File: config.mk
export PLATFORM = sky130hd
export DESIGN_NAME = link_tx_sequencer_flat
export DESIGN_NICKNAME = d
export VERILOG_FILES = /design/src/rtl/link_tx_sequencer_if.sv /design/src/rtl/link_tx_sequencer.sv /design/src/flat_wrapper.sv
export SDC_FILE = /design/constraint.sdc
export NUM_CORES = 1
export LEC_CHECK = 0
export ABC_AREA = 1
export CAP_MARGIN = 30
export CORE_MARGIN = 5
export CORE_UTILIZATION = 50
export CTS_BUF_LIST = sky130_fd_sc_hd__clkbuf_8
export DETAILED_ROUTE_END_ITERATION = 16
export PLACE_DENSITY = 0.8
export SLEW_MARGIN = 40
export SYNTH_ARGS = -nofsm -noshare
export SYNTH_HDL_FRONTEND = slang
export SYNTH_SLANG_ARGS = --single-unit
File: constraint.sdc
create_clock -name clk_sys -period 2.2 [get_ports clk_sys]
set_clock_uncertainty 0.05 [all_clocks]
set_input_delay 0.55 -clock clk_sys [delete_from_list [all_inputs] [get_ports clk_sys]]
set_output_delay 0.55 -clock clk_sys [all_outputs]
set_load 0.02 [all_outputs]
File: src/rtl/link_tx_sequencer_if.sv
// Bit-stream handshake bundle between frame packer, link sequencer and Manchester encoder.
interface link_tx_sequencer_if;
  logic pk_bit;
  logic pk_valid;
  logic pk_sof;
  logic pk_ready;
  logic enc_bit;
  logic enc_valid;
  logic enc_ready;

  // master: the sequencer (sinks packer bits, sources encoder bits)
  modport master (
    input  pk_bit, pk_valid, pk_sof, enc_ready,
    output pk_ready, enc_bit, enc_valid
  );

  // slave: the surrounding packer/encoder pair
  modport slave (
    output pk_bit, pk_valid, pk_sof, enc_ready,
    input  pk_ready, enc_bit, enc_valid
  );
endinterface

File: src/rtl/link_tx_sequencer.sv
// Link bring-up sequencer: training preamble, sync words, SPI arm, frame passthrough,
// periodic resync insertion and frame-aligned teardown onto the encoder bit input.
module link_tx_sequencer #(
  parameter int unsigned       TRAIN_BITS    = 64,
  parameter int unsigned       SYNC_W        = 16,
  parameter logic [SYNC_W-1:0] SYNC_WORD     = 16'hF0A5,
  parameter int unsigned       FRAME_BITS    = 40,
  parameter int unsigned       ARM_TIMEOUT   = 65535,
  parameter int unsigned       RESYNC_FRAMES = 256
) (
  input  logic                       clk_sys,
  input  logic                       rst_n,
  input  logic                       enable,
  input  logic                       err_clr,
  link_tx_sequencer_if.master        lnk,
  output logic                       spi_enable,
  output logic [2:0]                 state_o,
  output logic [15:0]                frame_cnt,
  output logic                       underrun,
  output logic                       framing_err,
  output logic                       arm_timeout
);

  localparam int unsigned IW  = $clog2((TRAIN_BITS > SYNC_W) ? TRAIN_BITS : SYNC_W) + 1;
  localparam int unsigned SIW = (SYNC_W > 1) ? $clog2(SYNC_W) : 1;
  localparam int unsigned FW  = $clog2(FRAME_BITS + 1);
  localparam int unsigned RW  = $clog2(RESYNC_FRAMES + 2);
  localparam int unsigned AW  = $clog2(ARM_TIMEOUT + 1);

  localparam logic [IW-1:0] TB_LAST = IW'(TRAIN_BITS - 1);
  localparam logic [IW-1:0] SW_LAST = IW'(SYNC_W - 1);
  localparam logic [FW-1:0] FB_L    = FW'(FRAME_BITS);
  localparam logic [RW-1:0] RS_L    = RW'(RESYNC_FRAMES);
  localparam logic [AW-1:0] AT_L    = AW'(ARM_TIMEOUT);
  localparam logic [AW-1:0] AT_LAST = AW'(ARM_TIMEOUT - 1);

  typedef enum logic [2:0] {
    S_IDLE  = 3'd0,
    S_TRAIN = 3'd1,
    S_ARM   = 3'd2,
    S_RUN   = 3'd3,
    S_SYNC  = 3'd4,
    S_DRAIN = 3'd5
  } state_t;

  state_t          r_state, w_state_nx;
  logic [IW-1:0]   r_idx, w_idx_nx;
  logic [FW-1:0]   r_fcnt, w_fcnt_nx;
  logic [RW-1:0]   r_done, w_done_nx;
  logic [AW-1:0]   r_arm_cyc;
  logic            r_gen_bit, r_gen_valid, w_gen_bit_nx, w_gen_valid_nx;
  logic [15:0]     r_frame_cnt;
  logic            r_underrun, r_framing_err, r_arm_timeout;
  logic [SYNC_W-1:0] w_sync_rev;
  logic            w_pass, w_gen_xfer, w_pk_xfer, w_sof_xfer, w_mid, w_frame_end;
  logic            w_set_under, w_set_frm, w_set_arm;

  // Reversed so that generator index 0 selects the MSB of the sync word.
  assign w_sync_rev = {<<{SYNC_WORD}};

  assign w_pass     = (r_state == S_RUN) || (r_state == S_DRAIN);
  assign w_gen_xfer = r_gen_valid & lnk.enc_ready;
  assign w_pk_xfer  = w_pass & lnk.pk_valid & lnk.enc_ready;
  assign w_sof_xfer = w_pk_xfer & lnk.pk_sof;
  assign w_mid      = (r_fcnt != '0) && (r_fcnt < FB_L);

  assign lnk.enc_bit   = w_pass ? lnk.pk_bit   : r_gen_bit;
  assign lnk.enc_valid = w_pass ? lnk.pk_valid : r_gen_valid;

  always_comb begin
    lnk.pk_ready = 1'b0;
    case (r_state)
      S_RUN, S_DRAIN: lnk.pk_ready = lnk.enc_ready;
      S_ARM:          lnk.pk_ready = ~lnk.pk_sof;
      default:        lnk.pk_ready = 1'b0;
    endcase
  end

  assign spi_enable  = (r_state == S_ARM) || (r_state == S_RUN) || (r_state == S_SYNC);
  assign state_o     = r_state;
  assign frame_cnt   = r_frame_cnt;
  assign underrun    = r_underrun;
  assign framing_err = r_framing_err;
  assign arm_timeout = r_arm_timeout;

  always_comb begin
    w_state_nx = r_state;
    w_idx_nx   = r_idx;
    w_fcnt_nx  = r_fcnt;
    w_done_nx  = r_done;
    if (w_pk_xfer) begin
      if (lnk.pk_sof)  w_fcnt_nx = FW'(1);
      else if (w_mid)  w_fcnt_nx = r_fcnt + 1'b1;
    end
    w_frame_end = w_pk_xfer && (w_fcnt_nx == FB_L);
    unique case (r_state)
      S_IDLE: begin
        w_done_nx = '0;
        w_fcnt_nx = '0;
        if (enable) begin
          w_state_nx = S_TRAIN;
          w_idx_nx   = '0;
        end
      end
      S_TRAIN: if (w_gen_xfer) begin
        if (!enable) w_state_nx = S_IDLE;
        else if (r_idx == TB_LAST) begin
          w_state_nx = S_ARM;
          w_idx_nx   = '0;
        end else w_idx_nx = r_idx + 1'b1;
      end
      S_ARM, S_SYNC: if (w_gen_xfer) begin
        if (!enable) w_state_nx = S_IDLE;
        else if (r_idx == SW_LAST) begin
          w_idx_nx = '0;
          if ((r_state == S_SYNC) || (lnk.pk_valid && lnk.pk_sof)) begin
            w_state_nx = S_RUN;
            w_fcnt_nx  = '0;
          end
        end else w_idx_nx = r_idx + 1'b1;
      end
      S_RUN, S_DRAIN: begin
        // Frame end takes priority so a drop of enable on the last bit goes straight to IDLE.
        if (w_frame_end) begin
          w_done_nx = r_done + 1'b1;
          if (!enable || (r_state == S_DRAIN)) w_state_nx = S_IDLE;
          else if ((RESYNC_FRAMES != 0) && (w_done_nx == RS_L)) begin
            w_state_nx = S_SYNC;
            w_done_nx  = '0;
            w_idx_nx   = '0;
          end
        end else if (!enable && (r_state == S_RUN)) begin
          w_state_nx = ((w_fcnt_nx != '0) && (w_fcnt_nx < FB_L)) ? S_DRAIN : S_IDLE;
        end
      end
      default: w_state_nx = S_IDLE;
    endcase
  end

  always_comb begin
    w_gen_valid_nx = 1'b0;
    w_gen_bit_nx   = 1'b0;
    case (w_state_nx)
      S_TRAIN: begin
        w_gen_valid_nx = 1'b1;
        w_gen_bit_nx   = ~w_idx_nx[0];
      end
      S_ARM, S_SYNC: begin
        w_gen_valid_nx = 1'b1;
        w_gen_bit_nx   = w_sync_rev[w_idx_nx[SIW-1:0]];
      end
      default: ;
    endcase
  end

  assign w_set_under = w_pass & ~lnk.pk_valid & lnk.enc_ready & w_mid;
  assign w_set_frm   = w_sof_xfer & w_mid;
  assign w_set_arm   = (r_state == S_ARM) && (r_arm_cyc == AT_LAST);

  always_ff @(posedge clk_sys or negedge rst_n) begin
    if (!rst_n) begin
      r_state       <= S_IDLE;
      r_idx         <= '0;
      r_fcnt        <= '0;
      r_done        <= '0;
      r_arm_cyc     <= '0;
      r_gen_bit     <= 1'b0;
      r_gen_valid   <= 1'b0;
      r_frame_cnt   <= '0;
      r_underrun    <= 1'b0;
      r_framing_err <= 1'b0;
      r_arm_timeout <= 1'b0;
    end else begin
      r_state     <= w_state_nx;
      r_idx       <= w_idx_nx;
      r_fcnt      <= w_fcnt_nx;
      r_done      <= w_done_nx;
      r_gen_bit   <= w_gen_bit_nx;
      r_gen_valid <= w_gen_valid_nx;
      if (r_state != S_ARM)      r_arm_cyc <= '0;
      else if (r_arm_cyc != AT_L) r_arm_cyc <= r_arm_cyc + 1'b1;
      if (w_sof_xfer) r_frame_cnt <= r_frame_cnt + 1'b1;
      r_underrun    <= w_set_under | (r_underrun    & ~err_clr);
      r_framing_err <= w_set_frm   | (r_framing_err & ~err_clr);
      r_arm_timeout <= w_set_arm   | (r_arm_timeout & ~err_clr);
    end
  end

endmodule

File: src/flat_wrapper.sv
// flat-port wrapper written by rule: the top's interface ports become plain ports
module link_tx_sequencer_flat 
#(
  parameter int unsigned       TRAIN_BITS    = 64,
  parameter int unsigned       SYNC_W        = 16,
  parameter logic [SYNC_W-1:0] SYNC_WORD     = 16'hF0A5,
  parameter int unsigned       FRAME_BITS    = 40,
  parameter int unsigned       ARM_TIMEOUT   = 65535,
  parameter int unsigned       RESYNC_FRAMES = 256
)
  (clk_sys, rst_n, enable, err_clr, spi_enable, state_o, frame_cnt, underrun, framing_err, arm_timeout, lnk_pk_bit, lnk_pk_valid, lnk_pk_sof, lnk_enc_ready, lnk_pk_ready, lnk_enc_bit, lnk_enc_valid);
  link_tx_sequencer_if lnk_i ();
  input  logic clk_sys;
  input  logic rst_n;
  input  logic enable;
  input  logic err_clr;
  output logic spi_enable;
  output logic [2:0] state_o;
  output logic [15:0] frame_cnt;
  output logic underrun;
  output logic framing_err;
  output logic arm_timeout;
  input wire logic [$bits(lnk_i.pk_bit)-1:0] lnk_pk_bit;
  input wire logic [$bits(lnk_i.pk_valid)-1:0] lnk_pk_valid;
  input wire logic [$bits(lnk_i.pk_sof)-1:0] lnk_pk_sof;
  input wire logic [$bits(lnk_i.enc_ready)-1:0] lnk_enc_ready;
  output wire logic [$bits(lnk_i.pk_ready)-1:0] lnk_pk_ready;
  output wire logic [$bits(lnk_i.enc_bit)-1:0] lnk_enc_bit;
  output wire logic [$bits(lnk_i.enc_valid)-1:0] lnk_enc_valid;
  assign lnk_i.pk_bit = lnk_pk_bit;
  assign lnk_i.pk_valid = lnk_pk_valid;
  assign lnk_i.pk_sof = lnk_pk_sof;
  assign lnk_i.enc_ready = lnk_enc_ready;
  assign lnk_pk_ready = lnk_i.pk_ready;
  assign lnk_enc_bit = lnk_i.enc_bit;
  assign lnk_enc_valid = lnk_i.enc_valid;
  link_tx_sequencer #(.TRAIN_BITS(TRAIN_BITS), .SYNC_W(SYNC_W), .SYNC_WORD(SYNC_WORD), .FRAME_BITS(FRAME_BITS), .ARM_TIMEOUT(ARM_TIMEOUT), .RESYNC_FRAMES(RESYNC_FRAMES)) u_core (.clk_sys(clk_sys), .rst_n(rst_n), .enable(enable), .err_clr(err_clr), .lnk(lnk_i), .spi_enable(spi_enable), .state_o(state_o), .frame_cnt(frame_cnt), .underrun(underrun), .framing_err(framing_err), .arm_timeout(arm_timeout));
endmodule
## Word-level counts from Yosys, hierarchy flattened

Memories as Yosys holds them, arrays and structs flattened.
Cells that the tools add are included.

- Bitwise gates (word level): 18
- Reduce and logical (&&, ||, !) cells: 24
- Equal/unequal tests: 23
- Add/sub/neg operators: 5
- Multiplexer cells: 45
- $lt $le $gt $ge: 3

Operators with widths:

| kind | number |
|---|---|
| $mux 7 | 10 |
| $mux 6 | 7 |
| $mux 3 | 13 |
| $add 16x1->16 const B | 2 |
| $mux 16 | 2 |
| $pmux 7 s4 | 1 |
| $mux 9 | 3 |
| $pmux 9 s2 | 1 |
| $eq 16x16->1 const B | 1 |
| $ne 16x16->1 const B | 1 |
| $lt 6x6->1 const B | 2 |
| $pmux 3 s4 | 1 |
| $pmux 6 s2 | 1 |
| $reduce_bool 6->1 | 2 |
| $and 1x1->1 | 11 |
| $add 9x1->9 const B | 1 |
| $eq 3x2->1 const B | 3 |
| $eq 3x3->1 const B | 3 |
| $eq 9x9->1 const B | 1 |
| $reduce_and 9->1 | 1 |
| $ne 2x1->1 const B | 4 |
| $ne 2x2->1 const B | 4 |
| $add 7x1->7 const B | 1 |
| $eq 7x4->1 const B | 1 |
| 19 further kinds | 41 |

- Memories: 1
- Output and inout bits: 26
- Logic and storage cells: 131
- Memory bits (read-only): 16
- Flip-flop bits (word level): 62
- Input bits: 8

Memories:

| name | depth | bits a word | rd ports | clocked after Yosys merged registers in | write ports | line | RTL |
|---|---|---|---|---|---|---|---|
| (no name shown) | 16 | 1 | 1 | 0 | 0 | link_tx_sequencer.sv:150 | `w_gen_bit_nx = w_sync_rev[w_idx_nx[SIW-1:0]];` |

## Logic depth before layout (Yosys ltp)

Gate-level depths: netlist of run 1.

- Word-level depth: 14
- Depth in mapped cells: 20
- Mapped depth without buffers: 20

## Worst setup path before layout of run 1

OpenSTA, ideal clock, no wires.

- Path kind: register -> register
- Start: register u_core.r_state[2] (netlist: u_core.state_o[2])
- End: register u_core.r_frame_cnt[15] (netlist: u_core.frame_cnt[15])
- Path slack: -0.018 ns
- Period minus slack after synthesis: 2.218 ns
- Library setup time: 0.128 ns
- Cell stages (with the launch flop): 13
- Required time: 2.022 ns
- Arrival: 2.039 ns
- Buffers on the path: 0
- Path through: dfrtp_1 -> inv_2 -> nand3_2 -> nand2_2 -> nand2_4 -> nor2_4 -> nand4_2 -> nand3b_4 -> nor3b_4 -> nand4_1 -> nor2_2 -> nand3_1 -> xnor2_1

- Word-level cells in the longest chain between the ends: 5
- Elaborated cells on any way between the ends: 6
- Classes of those cells: 2 x eq/ne; 3 x bitwise; 1 x reduce/logical

RTL lines:

| what | line | RTL |
|---|---|---|
| from (decl) | link_tx_sequencer.sv:46 | `state_t r_state, w_state_nx;` |
| from (signal assigned) | link_tx_sequencer.sv:174 | `r_state <= w_state_nx;` |
| $eq 3x2->1 / $eq 3x3->1 (equally long branches) | link_tx_sequencer.sv:61 | `assign w_pass = (r_state == S_RUN) \|\| (r_state == S_DRAIN);` |
| $logic_or 1x1->1 * | link_tx_sequencer.sv:61 |  |
| $and 1x1->1 * (2 in series) | link_tx_sequencer.sv:63 | `assign w_pk_xfer = w_pass & lnk.pk_valid & lnk.enc_ready;` |
| $and 1x1->1 * | link_tx_sequencer.sv:64 | `assign w_sof_xfer = w_pk_xfer & lnk.pk_sof;` |
| to (signal assigned) | link_tx_sequencer.sv:182 | `if (w_sof_xfer) r_frame_cnt <= r_frame_cnt + 1'b1;` |
| to (decl) | link_tx_sequencer.sv:52 | `logic [15:0] r_frame_cnt;` |

Mark *: on every way between the ends. The rest lies on a longest branch, timed or not.
A chain may end at the register's enable or synchronous reset.

## Worst setup path in the final report of run 1

- Start: register u_core.r_fcnt[0]
- End: register u_core.r_state[2] (netlist: u_core.state_o[2])

- Word-level cells in the longest chain between the ends: 11
- Elaborated cells on any way between the ends: 16
- Classes of those cells: 1 x add/sub; 2 x order compare; 1 x eq/ne; 7 x mux; 5 x reduce/logical

RTL lines:

| what | line | RTL |
|---|---|---|
| from (decl) | link_tx_sequencer.sv:48 | `logic [FW-1:0] r_fcnt, w_fcnt_nx;` |
| from (signal assigned) | link_tx_sequencer.sv:176 | `r_fcnt <= w_fcnt_nx;` |
| $lt 6x6->1 / $reduce_bool 6->1 (equally long branches) | link_tx_sequencer.sv:65 | `assign w_mid = (r_fcnt != '0) && (r_fcnt < FB_L);` |
| $logic_and 1x1->1 | link_tx_sequencer.sv:65 |  |
| $mux 6 | link_tx_sequencer.sv:93 | `else if (w_mid) w_fcnt_nx = r_fcnt + 1'b1;` |
| $mux 6 | link_tx_sequencer.sv:92 | `if (lnk.pk_sof) w_fcnt_nx = FW'(1);` |
| $mux 6 * | link_tx_sequencer.sv:91 | `if (w_pk_xfer) begin` |
| $lt 6x6->1 / $reduce_bool 6->1 (equally long branches) | link_tx_sequencer.sv:133 | `w_state_nx = ((w_fcnt_nx != '0) && (w_fcnt_nx < FB_L)) ? S_DRAIN : S_IDLE;` |
| $logic_and 1x1->1 | link_tx_sequencer.sv:133 |  |
| $mux 3 | link_tx_sequencer.sv:133 |  |
| $mux 3 | link_tx_sequencer.sv:132 | `end else if (!enable && (r_state == S_RUN)) begin` |
| $mux 3 * | link_tx_sequencer.sv:124 | `if (w_frame_end) begin` |
| $pmux 3 s4 * | link_tx_sequencer.sv:96 | `unique case (r_state)` |
| net u_core.w_state_nx[2] | link_tx_sequencer.sv:46 |  |

The timed path passes the listed nets; every way through them passes the cells marked *.

==> metrics, run 1 <==
I/O Buffers=33; slack of the critical path=-0.231 ns; Critical Path RT=around 2.4 ns; M3 GR Usage=0.0416; die height=97.7 µm; Unique masters post-synth=46; Worst Setup End Kind=register; GR Util met1=0.271; CP arrival=2.66 ns; critical path type=reg -> reg; failing checks=setup timing; largest net degree at the start of global routing=44; Final period util=1.11; async set-reset flop share out of synthesis=1.00; first-pass GRT wire length=17,700 µm; vias=4,147; pre-CTS WS=-0.490 ns; leak pwr=between 2 and 3 nW; grt met2 use=0.389; Final ANT Viol Nets=0; CTS tree=yes; Peak supply drop=644 µV; reg2reg end=u_core.state_o[2]; initial antenna violation count=0; DIE WIDTH=97.7 µm; final instance area=5610 µm²; Initial DRC Count=273; reg2reg path depth=15; grt total ovfl=0; worst-margin pin slew=0.467 ns; max-slew violation count=0; WL/cell=15.6 µm; flop-to-flop setup slack=-0.23 ns; top_reg_cell synth=dfrtp_1; CP max FO=8; Crit-path slowest cell=dfrtp_1; # diodes=0; share of layout cells above drive strength 1=0.356; HP Class=in -> async; Placed Area=4840 µm²; half-perimeter wire length after placement=7020 µm; drt drc=0; Synth warnings=0; drt first pass iters=5; Rel. slew slack=0.689; Max-Cap Viols=0; Reg-to-Reg Start=u_core.r_fcnt[0]; cell count after synthesis=513; EDFF count, synth=0; Seq cells post-synth=62; top post-synthesis cells by area=dfrtp_1, nand2_1, inv_1; Mapped Area=3840 µm²; fmax=roughly 410 MHz; area leader, netlist=dfrtp_1; CTS Buf Count=9; cts hold-fix bufs=0; Core Footprint=7610 µm²; Worst path max stage delay=0.43 ns; die area=approximately 9500 µm²; CTS Buffer Depth=2; Setup Viol. Count Final=10; top cell type's share of synthesized area=0.404; H-tree Lvls=3; Pwr per Cell Area=650 nW/µm²; critical path cell sequence=ha_1 -> nand3_1 -> xor2_1 -> nand2_1 -> nand3_1 -> nand2_1 -> nand2_2 -> nand2_2 -> nor2_4 -> nor2_1 -> nor2_1 -> nand2_2 -> buf_4 -> buf_4 -> nand2_1; vias per inst=5.46; Area Overhead vs Synth=46.0%; io pins=34; TNS Setup=-1.53 ns; GPL Wtd Cong=0.936; Std-Cell Rows=32; Synthesized Nets=528; Avg Cell Area, Syn=7.49 µm²; fin crit period=roughly 2.4 ns; post-layout power=~0.0036 W; vias in the first global route=3,970; sequential fraction of the synthesis area=0.404; RSZ-0062 raised after global routing=true; global route hottest layer=met2; post-layout util=0.738; Hold Vio Cnt, Final=0; CTS Sinks=62; clock-pin transition on the worst setup and hold timing paths=0.08 ns; CP Launch Type=register; total wire length=approximately 12,000 µm; GRT Util Overall=0.223; CTS root buf=clkbuf_8; Nets=668; status=finished with violations; fill cell count=505; initial core utilization=0.505; Clk Latency, worst-skew pair=0.35 ns
-- registers in the layout (all words and copies together) (netlist names), 3 cells and up --
register          flops
u_core.frame_cnt     16
u_core.r_arm_cyc     16
u_core.r_done         9
u_core.r_fcnt         6
u_core.r_idx          7
u_core.state_o        3
-- routing by layer --
layer  routed length [µm]  share of wire  vias up
met5                    0              0        -
met4                  326          0.027        0
met3                  742          0.062       36
met2                 6140           0.52      194
met1                 4690           0.39     1966
li1                     -              -     1951
-- metrics by stage --
step | hold slack [ns] | cells
after global placement | 0.402 | 719
final | 0.0944 | 760
after detailed placement | 0.412 | 719
after CTS | 0.0977 | 746
after floorplan | 0.204 | 513
after global routing | 0.125 | 760
-- placed cells by master (no fill, tap or decap), types with 3 or more instances in the layout --
master,synthesis,final
nand3_2,5,8
o21ai_0,28,22
buf_4,0,93
nor2_1,60,43
a21oi_1,21,16
clkbuf_8,0,9
nor3_1,7,6
buf_6,1,7
nand2_1,124,102
xor2_1,11,11
nand3_1,43,34
nand2_4,1,4
xnor2_1,8,8
dfrtp_1,62,57
clkdlybuf4s50_1,0,26
o22ai_1,3,3
nor2_2,2,17
dfrtp_2,0,5
nand4_1,11,11
nand3_4,2,8
a21oi_2,1,6
a31oi_1,3,3
ha_1,7,3
inv_1,76,65
o21ai_1,1,5
inv_2,2,12
nand2_2,5,22
nor2_4,4,6
-- repair_timing --
action,CTS,global route
hold endpoints to repair,0,0
pin swaps,22,33
setup endpoints to repair,21,31
gates resized for setup,62,76
gates cloned,0,0
buffers inserted,12,14
-- cell type report --
cell class / instances / area (µm²) / share of cell area
clock buffer: 9 / 124 / 0.0221
clock inverter: 7 / 90.1 / 0.0161
inverter: 78 / 298 / 0.0531
multi-input combinational: 371 / 2330 / 0.414
sequential: 62 / 1560 / 0.278
tap: 102 / 128 / 0.0227
timing repair buffer: 131 / 1090 / 0.194
-- worst max-delay path, delay by kind of cell, from the launching register on --
kind	cells	cell delay, ns
xor+xnor	1	0.24
fa+ha+maj	1	0.28
buf+inv	2	0.25
flops	1	0.43
simple gates	11	1.11
-- power by group --
part,leakage (nW),internal (W),switching [W],total [W]
Sequential,0.833,0.00122,0.0000967,0.00131
Clock,0.110,0.000632,0.000497,0.00113
Combinational,1.76,0.000526,0.000677,0.00120
-- cells in the mapped netlist, types with 3 or more instances --
cell / n
a21oi_1: 21
a31oi_1: 3
dfrtp_1: 62
ha_1: 7
inv_1: 76
nand2_1: 124
nand2_2: 5
nand3_1: 43
nand3_2: 5
nand4_1: 11
nor2_1: 60
nor2_4: 4
nor3_1: 7
nor4_1: 3
o21ai_0: 28
o22ai_1: 3
xnor2_1: 8
xor2_1: 11
-- cells by family after synthesis --
family | share of synthesized area
AOI/OAI and AO/OA | 0.0970
xor gates and xnor gates | 0.0433
adders and majority gates | 0.0228
buffers and inverters | 0.0801
DFF | 0.404
muxes | 0.00293
and+or+nand+nor | 0.350
-- worst max-delay path by stage --
stage                                  from                    to  cells after the start
after floorplan           u_core.state_o[0]  u_core.frame_cnt[15]                     11
after global placement         lnk_pk_valid         lnk_enc_valid                      4
after detailed placement      lnk_enc_ready       u_core.r_idx[4]                     12
after CTS                 u_core.state_o[1]     u_core.state_o[2]                     16
after global routing       u_core.r_fcnt[0]      u_core.r_gen_bit                     17
final                      u_core.r_fcnt[0]     u_core.state_o[2]                     15
(Power assumes the default switching activity.)
==> run 2: changes to the inputs <==
SKIP_LAST_GASP = 1   (was unset)
==> run 2 against run 1 <==
  * The flow still finishes with violations (setup timing)
  * Combinational power is essentially flat
  * First-iteration DRC count shrank 5.9%
  * Clock power hardly changed
  * Largest power group unchanged
  * Design area decreased by 0.13%
  * Critical endpoint unchanged
  * Largest cell class unchanged
  * Count of clock-buffer cells in the layout stayed put
  * Sequential share of layout area about the same
  * Total power increased by 0.16%
  * Register-to-register slack barely moved
  * Die area stayed put
  * Wire length grew 0.28%
  * Setup slack improved by 0.0029 ns
==> metrics, run 2 (synthesis gave the netlist of run 1 again) <==
fmax=412 MHz (+0.12%); fin crit period=2.43 ns (-0.00293 ns); Nets=668 (unchanged); register area=1560 µm² (unchanged); HP Class=in -> async; total wire length=11,900 µm (+0.28%); vias=4,134 (-0.31%); cts hold-fix bufs=0 (unchanged); io pins=34 (unchanged); Pwr per Cell Area=652 nW/µm² (+0.29%); leak pwr=2.70 nW (+0.11%); max-slew violation count=0 (unchanged); Peak supply drop=646 µV (+0.37%); initial antenna violation count=0 (unchanged); vias in the first global route=3,970 (unchanged); Rel. slew slack=0.688 (about the same); slack of the critical path=-0.229 ns (+0.00293 ns); combinational share of power=0.330 (about the same); Int Power=0.00238 W (about the same); WL/cell=15.7 µm (+0.28%); # diodes=0 (unchanged); initial core utilization=0.505 (unchanged); WHS=0.0953 ns (+0.000945 ns); Area Overhead vs Synth=45.8%; Final ANT Viol Nets=0 (unchanged); I/O Buffers=33 (unchanged); Critical Path RT=2.43 ns (about the same); half-perimeter wire length after placement=7020 µm (unchanged); Non-Filler Instances=760 (unchanged); CP Launch Type=register; vias per inst=5.44 (-0.31%); Setup Viol. Count Final=14 (+4); CTS Sinks=62 (unchanged); TNS Setup=-1.51 ns (+0.0158 ns); H-tree Lvls=3 (unchanged); Initial DRC Count=257 (-5.9%); area of the multi-input gates=2320 µm² (-0.32%); die area=9540 µm² (unchanged); grt total ovfl=0 (unchanged); Std-Cell Rows=32 (unchanged); post-layout util=0.737 (-0.000986); CTS tree=yes; failing checks=setup timing; CTS Buf Count=9 (unchanged); die height=97.7 µm (unchanged); status=finished with violations; most common cell after layout, fill and taps aside=nand2_1; Max-Cap Viols=0 (unchanged); Core Footprint=7610 µm² (unchanged); GRT Util Overall=0.223 (unchanged); CP max FO=8 (unchanged); Clk Latency, worst-skew pair=0.35 ns (about the same); first-pass GRT wire length=17,700 µm (unchanged); CP arrival=2.66 ns (about the same); # placed instances=719 (unchanged); clock-pin transition on the worst setup and hold timing paths=0.08 ns (about the same); worst-margin pin slew=0.467 ns (+0.000526 ns); RSZ-0062 raised after global routing=true; CTS Buffer Depth=2 (unchanged); Psw=0.00128 W (+0.45%); Net Sw Frac=0.349 (+0.00102); Hold Vio Cnt, Final=0 (unchanged); power share of the clock group=0.310 (about the same); fill cell count=505 (unchanged); largest net degree at the start of global routing=44 (unchanged); drt first pass iters=5 (unchanged); GPL Wtd Cong=0.936 (unchanged); Worst Setup End Kind=register; share of layout cells above drive strength 1=0.351 (-0.00456); CTS root buf=clkbuf_8; critical path type=reg -> reg; most frequent cells in the layout=nand2_1, buf_4, inv_1, dfrtp_1, nor2_1; sequential power share=0.360 (about the same); drt drc=0 (unchanged); Final period util=1.10 (-0.00133); DIE WIDTH=97.7 µm (unchanged)
[run 2: cell count changes in the layout (fill, tap and decap cells not counted)]
| cell | before | now |
|---|---|---|
| inv_1 | 65 | 66 |
| nand3_2 | 8 | 7 |
| inv_2 | 12 | 11 |
| nor2_2 | 17 | 16 |
| nor2_1 | 43 | 44 |
| nand3_1 | 34 | 35 |
[run 2: layout make-up]
cell class | count | area share
Tap cell | 102 | 0.0228
Timing Repair Buffer | 131 | 0.194
Sequential cell | 62 | 0.278
Multi-Input combinational cell | 371 | 0.414
Clock buffer | 9 | 0.0221
Inverter | 78 | 0.0531
Clock inverter | 7 | 0.0161
[run 2: worst max-delay path: stages, from the launching register on]
cell     delay [ns]
dfrtp_1        0.43
ha_1           0.28
nand3_1        0.13
xor2_1         0.24
nand2_1        0.10
nand3_1        0.09
nand2_1        0.08
nand2_2        0.16
nand2_2        0.09
nor2_4         0.12
nor2_1         0.05
nor2_1         0.13
nand2_2        0.10
buf_4          0.14
buf_4          0.12
nand2_1        0.06
[run 2: power by group through the flow]
stage	logic (W)	clock network, W	registers, W
final	0.00121	0.00113	0.00132
after global routing	0.00131	0.00120	0.00132
after CTS	0.00100	0.00113	0.00129
after detailed placement	0.000955	0	0.00130
after global placement	0.000932	0	0.00130
after floorplan	0.000521	0	0.00131
[run 2: worst paths after layout]
kind,start,slack [ns],to,depth (start not counted)
min in group clk_sys,u_core.frame_cnt[15],0.44,u_core.frame_cnt[15],1
max in group asynchronous,rst_n,1.39,u_core.state_o[1],2
max reg2reg,u_core.r_fcnt[0],-0.23,u_core.state_o[2],15
min,rst_n,0.1,u_core.r_arm_cyc[4],1
max,u_core.r_fcnt[0],-0.23,u_core.state_o[2],15
min reg2reg,u_core.frame_cnt[15],0.44,u_core.frame_cnt[15],1
[run 2: stage by stage]
step / worst slack, ns / power [W] / cell area (µm²)
after floorplan: 0.0155 / 0.00183 / 3850
after global placement: -0.457 / 0.00223 / 4840
after detailed placement: -0.490 / 0.00225 / 4840
after CTS: -0.0418 / 0.00342 / 5270
after global routing: -0.367 / 0.00383 / 5600
final: -0.229 / 0.00365 / 5600
[run 2: timing repair]
action | CTS | global route
buffers inserted | 12 | 14
endpoints found under the setup margin | 21 | 32
resized for setup | 61 | 74
pin swaps | 22 | 33
[run 2: metal layers]
| layer | wire [µm] | vias to the layer above | global-route usage |
|---|---|---|---|
| met5 | 0 | - | 0 |
| met4 | 319 | 0 | 0.0863 |
| met3 | 799 | 35 | 0.0416 |
| met2 | 6160 | 190 | 0.389 |
| met1 | 4650 | 1963 | 0.271 |
| li1 | - | 1946 | - |
